$ cat config.mk
export PLATFORM = sky130hd
export DESIGN_NAME = execute_sequencer
export DESIGN_NICKNAME = d
export VERILOG_FILES = /design/src/rtl/exec_seq_pkg.sv /design/src/rtl/muldiv_wait_counter.sv /design/src/rtl/execute_sequencer.sv
export SDC_FILE = /design/constraint.sdc
export NUM_CORES = 1
export LEC_CHECK = 0
export BUFFER_PORTS_ARGS = -buffer_cell sky130_fd_sc_hd__buf_2
export CORE_AREA = 5 5 464 466
export CTS_CLUSTER_SIZE = 16
export DETAILED_ROUTE_END_ITERATION = 12
export DIE_AREA = 0 0 469 471
export HOLD_SLACK_MARGIN = 0.06
export PLACE_DENSITY = 0.38
export SYNTH_ARGS = -nofsm -noshare
export SYNTH_HDL_FRONTEND = slang
export SYNTH_SLANG_ARGS = --single-unit
$ cat constraint.sdc
create_clock -name clk -period 40.6 [get_ports clk]
set_input_delay 2.03 -clock clk [delete_from_list [all_inputs] [get_ports clk]]
set_output_delay 2.03 -clock clk [all_outputs]
set_load 0.01 [all_outputs]
$ cat src/rtl/exec_seq_pkg.sv
// rtl/exec_seq_pkg.sv - shared types and opcode constants for execute_sequencer (EXEC_MULDIV_EN adds MD_WAIT)
package exec_seq_pkg;

  typedef struct packed {
    logic [63:0] pc;
    logic [63:0] imm;
    logic [6:0]  opcode;
    logic [2:0]  funct3;
    logic [6:0]  funct7;
    logic [4:0]  rd;
    logic        jump_signal;
  } control_signals_struct;

`ifdef EXEC_MULDIV_EN
  typedef enum logic [1:0] {
    ST_IDLE    = 2'd0,
    ST_EXEC    = 2'd1,
    ST_MD_WAIT = 2'd2
  } exec_seq_state_t;
`else
  typedef enum logic [1:0] {
    ST_IDLE = 2'd0,
    ST_EXEC = 2'd1
  } exec_seq_state_t;
`endif

  localparam logic [6:0] OPC_BRANCH    = 7'b1100011;
  localparam logic [6:0] OPC_JAL       = 7'b1101111;
  localparam logic [6:0] OPC_JALR      = 7'b1100111;
  localparam logic [6:0] OPC_OP        = 7'b0110011;
  localparam logic [6:0] OPC_OP32      = 7'b0111011;
  localparam logic [6:0] FUNCT7_MULDIV = 7'b0000001;

  // M-extension ops are register-register ops with the MULDIV funct7
  function automatic logic is_muldiv(input control_signals_struct cs);
    return ((cs.opcode == OPC_OP) || (cs.opcode == OPC_OP32)) && (cs.funct7 == FUNCT7_MULDIV);
  endfunction

endpackage

$ cat src/rtl/muldiv_wait_counter.sv
// rtl/muldiv_wait_counter.sv - mul/div wait counter, instantiated only under EXEC_MULDIV_EN
module muldiv_wait_counter (
  input  logic       clk,
  input  logic       reset,
  input  logic       load,
  input  logic [3:0] load_value,
  output logic       zero
);

  logic [3:0] count;

  // Load on issue of a mul/div op, otherwise count down to zero and stop
  always_ff @(posedge clk or posedge reset) begin
    if (reset) begin
      count <= 4'd0;
    end else if (load) begin
      count <= load_value;
    end else if (count != 4'd0) begin
      count <= count - 4'd1;
    end
  end

  assign zero = (count == 4'd0);

endmodule

$ cat src/rtl/execute_sequencer.sv
// rtl/execute_sequencer.sv - ID/EX and EX/MEM sequencing around the executor; EXEC_MULDIV_EN enables multi-cycle mul/div
module execute_sequencer
  import exec_seq_pkg::*;
#(
  parameter int MULDIV_LATENCY = 4
) (
  input  logic                  clk,
  input  logic                  reset,
  input  logic                  id_valid,
  output logic                  id_ready,
  input  control_signals_struct id_control_signals,
  input  logic [63:0]           id_reg_a,
  input  logic [63:0]           id_reg_b,
  output logic                  ex_enable,
  output control_signals_struct ex_control_signals,
  output logic [63:0]           ex_reg_a,
  output logic [63:0]           ex_reg_b,
  output logic [63:0]           ex_pc,
  input  logic                  ex_done,
  input  logic [63:0]           ex_alu_data,
  input  logic [63:0]           ex_target,
  input  control_signals_struct ex_control_signals_in,
  output logic                  mem_valid,
  input  logic                  mem_ready,
  output logic [63:0]           mem_alu_data,
  output control_signals_struct mem_control_signals,
  output logic                  redirect_valid,
  output logic [63:0]           redirect_pc,
  output logic                  flush
);

  if (MULDIV_LATENCY < 2 || MULDIV_LATENCY > 15) begin : g_bad_latency
    $error("MULDIV_LATENCY must be within 2..15");
  end

  exec_seq_state_t state, state_next, issue_state;
  logic exec_slot;
  logic retire;
  logic taken;
  logic accept;

`ifdef EXEC_MULDIV_EN
  localparam logic [3:0] MD_LOAD = 4'(MULDIV_LATENCY - 1);
  logic md_zero;
  logic accept_md;

  assign accept_md   = accept && is_muldiv(id_control_signals);
  assign issue_state = is_muldiv(id_control_signals) ? ST_MD_WAIT : ST_EXEC;
  assign exec_slot   = (state == ST_EXEC) || ((state == ST_MD_WAIT) && md_zero);

  muldiv_wait_counter u_md_counter (
    .clk        (clk),
    .reset      (reset),
    .load       (accept_md),
    .load_value (MD_LOAD),
    .zero       (md_zero)
  );
`else
  assign issue_state = ST_EXEC;
  assign exec_slot   = (state == ST_EXEC);
`endif

  // The executor may only complete once the EX/MEM slot is free or draining
  assign retire         = exec_slot && ex_done && (!mem_valid || mem_ready);
  assign taken          = retire && ex_control_signals_in.jump_signal;
  assign ex_enable      = (state != ST_IDLE);
  assign id_ready       = !reset && ((state == ST_IDLE) || (retire && !ex_control_signals_in.jump_signal));
  assign accept         = id_valid && id_ready;
  assign redirect_valid = taken;
  assign flush          = taken;
  assign redirect_pc    = taken ? ex_target : 64'd0;
  assign ex_pc          = ex_control_signals.pc;

  // Next state: a new issue wins, a retire with nothing behind it empties the stage
  always_comb begin
    state_next = state;
    if (accept) begin
      state_next = issue_state;
    end else if (retire) begin
      state_next = ST_IDLE;
    end
  end

  // State register
  always_ff @(posedge clk or posedge reset) begin
    if (reset) begin
      state <= ST_IDLE;
    end else begin
      state <= state_next;
    end
  end

  // ID/EX register: only loads on accept, so operands stay frozen while stalled
  always_ff @(posedge clk or posedge reset) begin
    if (reset) begin
      ex_control_signals <= '0;
      ex_reg_a           <= 64'd0;
      ex_reg_b           <= 64'd0;
    end else if (accept) begin
      ex_control_signals <= id_control_signals;
      ex_reg_a           <= id_reg_a;
      ex_reg_b           <= id_reg_b;
    end
  end

  // EX/MEM register: a retire overwrites, otherwise a consumed entry empties
  always_ff @(posedge clk or posedge reset) begin
    if (reset) begin
      mem_valid           <= 1'b0;
      mem_alu_data        <= 64'd0;
      mem_control_signals <= '0;
    end else if (retire) begin
      mem_valid           <= 1'b1;
      mem_alu_data        <= ex_alu_data;
      mem_control_signals <= ex_control_signals_in;
    end else if (mem_ready) begin
      mem_valid <= 1'b0;
    end
  end

endmodule

==> results of run 1 <==
## metrics by stage
| stage | instances | total power, uW | util [%] |
|---|---|---|---|
| 3_3_place_gp | 5524 | 1940 | 13.7 |
| 5_1_grt | 5655 | 2680 | 14.8 |
| 6_report | 5674 | 2500 | 14.8 |
| 2_1_floorplan | 1653 | 1400 | - |
| 4_1_cts | 5642 | 2580 | 14.7 |
| 3_5_place_dp | 5524 | 1940 | 13.7 |
## how the worst min path moves through the flow
stage	from	endpoint	cells past startpoint
final	mem_control_signals[112]$_DFFE_PP0N_	mem_control_signals[112]$_DFFE_PP0N_	2
after global routing	mem_alu_data[7]$_DFFE_PP0N_	mem_alu_data[7]$_DFFE_PP0N_	2
after CTS	mem_alu_data[43]$_DFFE_PP0N_	mem_alu_data[43]$_DFFE_PP0N_	2
after detailed placement	mem_control_signals[23]$_DFFE_PP0N_	mem_control_signals[23]$_DFFE_PP0N_	2
after global placement	mem_control_signals[80]$_DFFE_PP0N_	mem_control_signals[80]$_DFFE_PP0N_	2
after floorplan	mem_alu_data[59]$_DFFE_PP0N_	mem_alu_data[59]$_DFFE_PP0N_	2
## kinds of logic after synthesis
logic type / after synthesis
AND/OR/NAND/NOR: 714
AO/OA/AOI/OAI: 3
flip-flops: 496
multiplexers: 279
buffers and inverters: 161
## cell type report
cell class                 instances  share of cell area [%]
sequential                       496                    39.9
multi-input combinational        996                    21.9
timing repair buffer            1208                    19.6
tap                             2821                    11.3
clock buffer                      95                    6.15
clock inverter                    23                   0.860
antenna                           32                   0.257
inverter                           3                  0.0603
## synthesized netlist by cell type, drive strengths merged
| library cell | n |
|---|---|
| buf | 122 |
| mux2 | 279 |
| nand2 | 644 |
| dfrtp | 496 |
| clkbuf | 36 |
| nor2b | 1 |
| and3 | 64 |
| nand2b | 1 |
| a31oi | 1 |
| inv | 3 |
| nand3 | 1 |
| nor3b | 1 |
| a21o | 2 |
| nor2 | 2 |
## per-layer routing
layer / GRT usage (%) / up-vias / wire length, um
li1: - / 7558 / -
met1: 12.2 / 8281 / 47000
met2: 23.9 / 1090 / 76900
met3: 5.53 / 244 / 16800
met4: 3.04 / 34 / 3660
met5: 0 / - / 227
## power groups by stage
stage          combinational [uW]  clock [uW]  sequential, uW
2_1_floorplan                 413           0             982
3_3_place_gp                 1050           0             890
3_5_place_dp                 1050           0             894
4_1_cts                      1050         640             893
5_1_grt                      1100         656             922
6_report                     1010         606             891
## registers in the layout, summed over array words and instances (netlist names)
signal               cells
mem_control_signals    151
ex_control_signals      87
ex_pc                   64
ex_reg_a                64
ex_reg_b                64
mem_alu_data            64
mem_valid                1
state                    1
## tightest hold or removal path, cell delays in order (launching register included)
cell and delay [ns]:
dfrtp_1 0.34, nand2_1 0.05, nand2_1 0.05
==> impl_metrics.env, run 1 <==
export IMPL_drv_slew=0
export IMPL_slew_headroom_pct=27.6
export IMPL_drt_initial_drc_count=1004
export IMPL_crit_path_start_kind="input port"
export IMPL_seq_area_mm2=0.0124
export IMPL_crit_path_max_fanout=65
export IMPL_synth_fp_nets=2216
export IMPL_placed_area_mm2=0.0289
export IMPL_cp_buffers_inverters=3
export IMPL_final_common_cell="buf_2"
export IMPL_clock_sinks=496
export IMPL_cpPeakStageDelay_ns=0.87
export IMPL_drt_wl_total_mm=145
export IMPL_comb_power_share_pct=40.2
export IMPL_viasPerCell=3.03
export IMPL_yosys_register_bits=496
export IMPL_rsz0062_at_grt="false"
export IMPL_syn_inst=1653
export IMPL_switching_share_pct=39.6
export IMPL_holdWs_ns=0.470
export IMPL_clock_path_buffers=3
export IMPL_vias=17200
export IMPL_synth_area_mm2=0.0203
export IMPL_intPower_uw=1510
export IMPL_synth_top_family_by_area="multiplexers"
export IMPL_antenna_found_initial=111
export IMPL_crit_required_ns=38.57
export IMPL_layout_nets=3338
export IMPL_r2r_start="mem_valid$_DFFE_PP0P_"
export IMPL_powerDensity_mw_per_mm2=80.4
export IMPL_clk_pin_slew_ns=0.05
export IMPL_place_ws_ns=34.43
export IMPL_worst_pin_slew_ns=1.09
export IMPL_power_leakage_uw=0.0160
export IMPL_final_cell_mix="buf_2 (1189), nand2_1 (644), dfrtp_1 (496)"
export IMPL_yosysTopAreaCellShare_pct=61.0
export IMPL_cp_startpoint="ex_control_signals_in[0]"
export IMPL_r2r_setup_slack_ns=37.12
export IMPL_synth_cell_types=19
export IMPL_hp_class="register to register"
export IMPL_ys_seq_area_share_pct=61.0
export IMPL_synth_mux_area_share_pct=19.1
export IMPL_synth_adder_area_share_pct=0
export IMPL_min_period_ns=6.14
export IMPL_dieHeight_um=471
export IMPL_holdBufCountCts=0
export IMPL_wire_per_inst_um=25.5
export IMPL_drc=0
export IMPL_reg2regPathDepth=7
export IMPL_grt_overflow_total=0
export IMPL_initial_core_util_pct=9.65
export IMPL_dieArea_mm2=0.221
export IMPL_synth_area_top_cells="dfrtp_1 (61%), mux2_4 (15%), nand2_1 (12%)"
export IMPL_layout_drive_gt1_share_pct=56.5
export IMPL_synth_xor_area_share_pct=0
export IMPL_cts_repair_resize_count=0
export IMPL_num_rows=169
export IMPL_critPathArrivalTime_ns=4.11
export IMPL_pwr_share_clk_pct=24.2
export IMPL_seqPwrFrac_pct=35.6
export IMPL_status="finished clean"
export IMPL_hold_viol=0
export IMPL_die_w_um=469
export IMPL_post_cts_buffers=0
export IMPL_fin_crit_sh_pct=15.1
export IMPL_clock_fmax_ghz=0.163
export IMPL_maxCapViolCount=0
export IMPL_cpLargestDelayFamily="buffers and inverters"
export IMPL_first_pass_iters=5
export IMPL_endpoint_kind="primary output"
export IMPL_layout_setup_ws_ns=34.46
export IMPL_crit_end="flush"
export IMPL_yosys_area_share_simple_pct=14.1
export IMPL_grt_pass1_wl_mm=182
export IMPL_irDropWorstVdd_uv=34.7
export IMPL_grtUsageTotal_pct=12.5
export IMPL_coreArea_mm2=0.211
export IMPL_yosys_area_top_type="dfrtp_1"
export IMPL_path_depth=4
export IMPL_htree_levels=3
export IMPL_setup_viol=0
export IMPL_numCtsBuffers=70
export IMPL_grt_max_degree=100
export IMPL_crit_top_cell="buf_2"
export IMPL_syn2layout_area_growth_pct=53.1
export IMPL_clock_latency_ns=0.66
export IMPL_ant_nets=0
export IMPL_synth_area_per_cell_um2=12.3
export IMPL_place_congestion=0.876
export IMPL_cts_tree="done"
export IMPL_grt_pass1_vias=17800
export IMPL_root_buffer="clkbuf_16"
export IMPL_dp_hpwl_mm=123
export IMPL_critPathSlowestCell="nor2_1"
export IMPL_skew_ns=0.0182
export IMPL_n_fill_cell=24000
export IMPL_yosysWarnings=0
export IMPL_r2r_end="mem_control_signals[77]$_DFFE_PP0N_"
export IMPL_synth_compound_area_share_pct=0.178
export IMPL_fin_area_mm2=0.0311
export IMPL_port_buffers=1189
export IMPL_multi_input_area_mm2=0.00681
export IMPL_path_class="input port to primary output"
export IMPL_switchingPower_uw=991
export IMPL_io_pins=1190
export IMPL_setup_tns_ns=0
export IMPL_path_cells="buf_2 -> inv_1 -> nor2_1 -> buf_2"
Power figures use the tool's default switching activity.
==> run 2, diff against run 1 <==
--- a/config.mk
+++ b/config.mk
@@ -6,10 +6,10 @@
 export NUM_CORES = 1
 export LEC_CHECK = 0
 export BUFFER_PORTS_ARGS = -buffer_cell sky130_fd_sc_hd__buf_2
-export CORE_AREA = 5 5 464 466
+export CORE_AREA = 5 5 457 459
 export CTS_CLUSTER_SIZE = 16
 export DETAILED_ROUTE_END_ITERATION = 12
-export DIE_AREA = 0 0 469 471
+export DIE_AREA = 0 0 462 464
 export HOLD_SLACK_MARGIN = 0.06
 export PLACE_DENSITY = 0.38
 export SYNTH_ARGS = -nofsm -noshare
==> constraint.sdc (replaced) <==
create_clock -name clk -period 5.95 [get_ports clk]
set_input_delay 0.2975 -clock clk [delete_from_list [all_inputs] [get_ports clk]]
set_output_delay 0.2975 -clock clk [all_outputs]
set_load 0.01 [all_outputs]
==> run 2 against run 1 <==
Effect of this change:
- sequential share of layout area shrank 5.6 points
- largest power group unchanged
- hold slack lost 0.25 ns
- critical path type unchanged
- cell count grew 6.8%
==> impl_metrics.env, run 2 (synthesis results as in run 1) <==
export IMPL_status="finished clean"
export IMPL_grt_overflow_total=0
export IMPL_layout_nets=3832
export IMPL_grt_pass1_wl_mm=196
export IMPL_largest_reg_flops=151
export IMPL_n_fill_cell=22600
export IMPL_syn2layout_area_growth_pct=77.9
export IMPL_initial_core_util_pct=9.97
export IMPL_drc=0
export IMPL_comb_power_share_pct=40.7
export IMPL_clock_path_buffers=3
export IMPL_drt_initial_drc_count=1166
export IMPL_hold_viol=0
export IMPL_crit_top_cell="buf_2"
export IMPL_drt_wl_total_mm=154
export IMPL_layout_drive_gt1_share_pct=48.2
export IMPL_r2r_start="mem_valid$_DFFE_PP0P_"
export IMPL_cpLargestDelayFamily="buffers and inverters"
export IMPL_viasPerCell=3.20
export IMPL_ant_nets=0
export IMPL_slew_headroom_pct=18.6
export IMPL_min_period_ns=3.20
export IMPL_cp_buffers_inverters=4
export IMPL_hp_class="input port to register"
export IMPL_rsz0062_at_grt="false"
export IMPL_crit_required_ns=5.65
export IMPL_num_rows=166
export IMPL_use_met1_pct=13.4
export IMPL_wire_per_inst_um=25.4
export IMPL_fin_crit_sh_pct=53.7
export IMPL_final_common_cell="buf_2"
export IMPL_globalRouteMet2Util_pct=24.5
export IMPL_worst_pin_slew_ns=1.22
export IMPL_skew_ns=0.0257
export IMPL_powerDensity_mw_per_mm2=489
export IMPL_r2r_end="ex_control_signals[74]$_DFFE_PP0P_"
export IMPL_drv_slew=0
export IMPL_path_cells="dlygate4sd3_1 -> buf_2 -> nand2_1 -> nor2b_4 -> buf_4 -> and3_1 -> buf_2"
export IMPL_critPathArrivalTime_ns=2.90
export IMPL_clock_fmax_ghz=0.313
export IMPL_pwr_share_clk_pct=24.7
export IMPL_dieArea_mm2=0.214
export IMPL_top_regs="mem_control_signals: 151 flops, ex_control_signals: 87 flops"
export IMPL_setup_viol=0
export IMPL_vias=19400
export IMPL_final_cell_mix="buf_2 (1189), nand2_1 (644), dfrtp_1 (496), dlygate4sd3_1 (496), mux2_4 (199)"
export IMPL_holdWs_ns=0.221
export IMPL_reg2regPathDepth=6
export IMPL_crit_path_start_kind="input port"
export IMPL_numCtsBuffers=71
export IMPL_grt_max_degree=177
export IMPL_seqPwrFrac_pct=34.5
export IMPL_r2r_setup_slack_ns=3.19
export IMPL_power_leakage_uw=0.0182
export IMPL_grt_busiest_layer="met2"
export IMPL_die_w_um=462
export IMPL_irDropWorstVdd_uv=237
export IMPL_crit_path_max_fanout=104
export IMPL_final_core_util_pct=17.7
export IMPL_port_buffers=1189
export IMPL_io_pins=1190
export IMPL_instances_no_fill=6061
export IMPL_regMostFlops="mem_control_signals"
export IMPL_place_congestion=0.894
export IMPL_layout_setup_ws_ns=2.75
export IMPL_dp_hpwl_mm=126
export IMPL_dp_cells=5388
export IMPL_cts_tree="done"
export IMPL_cpPeakStageDelay_ns=0.75
export IMPL_dieHeight_um=464
export IMPL_maxCapViolCount=0
export IMPL_switching_share_pct=39.6
export IMPL_antenna_found_initial=137
export IMPL_min_from="id_valid"
export IMPL_min_to="ex_reg_b[9]$_DFFE_PP0P_"
export IMPL_clock_latency_ns=0.68
export IMPL_htree_levels=3
export IMPL_coreArea_mm2=0.204
export IMPL_first_pass_iters=5
export IMPL_grt_pass1_vias=20300
export IMPL_grt_use_met3_pct=6.14
export IMPL_clock_sinks=496
export IMPL_place_ws_ns=2.73
export IMPL_power_uw=17700
export IMPL_post_cts_buffers=0
export IMPL_critPathSlowestCell="buf_4"
export IMPL_intPower_uw=10700
export IMPL_root_buffer="clkbuf_16"
export IMPL_endpoint_kind="primary output"
export IMPL_grtUsageTotal_pct=13.7
export IMPL_hold_depth=3
export IMPL_clk_pin_slew_ns=0.06
export IMPL_switchingPower_uw=7010
export IMPL_path_class="input port to primary output"
## run 2: routing by layer
metal	routed length (um)	share of wire [%]
met1	52100	34
met2	76900	50
met3	16900	11
met4	8000	5.2
met5	200	0.13
## run 2: power by group through the flow
stage | Sequential, uW | Clock, uW | Combinational, uW
after detailed placement | 6100 | 0 | 7130
after global routing | 6310 | 4710 | 7850
after global placement | 6110 | 0 | 7120
final | 6110 | 4380 | 7210
after CTS | 6110 | 4620 | 7460
after floorplan | 6700 | 0 | 2820
## run 2: area by class of cell
type                    instances  area, um^2  area share (%)
diodes                         55         138           0.380
multi-input cells             996        6810            18.8
repair buffers               1701       11100            30.8
flip-flops and latches        496       12400            34.3
clock buffers                  95        2000            5.52
inverters                       3        15.0          0.0415
well taps                    2688        3360            9.29
clock inverters                27         315           0.871
## run 2: per-stage QoR
| stage | setup TNS [ns] | area (um^2) |
|---|---|---|
| 5_1_grt | 0 | 36100 |
| 3_3_place_gp | 0 | 28800 |
| 2_1_floorplan | -533.71 | 20300 |
| 4_1_cts | 0 | 36100 |
| 3_5_place_dp | 0 | 28800 |
| 6_report | 0 | 36200 |
## run 2: worst register-to-register path, delay by kind of cell, from the launching register on
family,cells,cell delay [ns]
AOI/OAI and AO/OA,1,0.11
buffers and inverters,2,1.04
DFF,1,0.40
muxes,1,0.46
and+or+nand+nor,2,0.63
## run 2: how the worst max path moves through the flow
| stage | slack, ns | end | from | cells after the start |
|---|---|---|---|---|
| after floorplan | -1.08 | ex_control_signals[0]$_DFFE_PP0P_ | reset | 1 |
| after global placement | 2.75 | ex_reg_a[48]$_DFFE_PP0P_ | ex_control_signals_in[0] | 8 |
| after global routing | 2.52 | redirect_pc[0] | ex_done | 8 |
| final | 2.75 | redirect_pc[5] | ex_done | 7 |
| after detailed placement | 2.73 | ex_control_signals[74]$_DFFE_PP0P_ | ex_control_signals_in[0] | 8 |
| after CTS | 2.57 | redirect_pc[0] | state[0]$_DFFE_PP0P_ | 6 |
## run 2: repair_timing
| item | in CTS | in global routing |
|---|---|---|
| resized for setup | 0 | 0 |
| hold endpoints to repair | 502 | 0 |
| hold buffers | 496 | 0 |
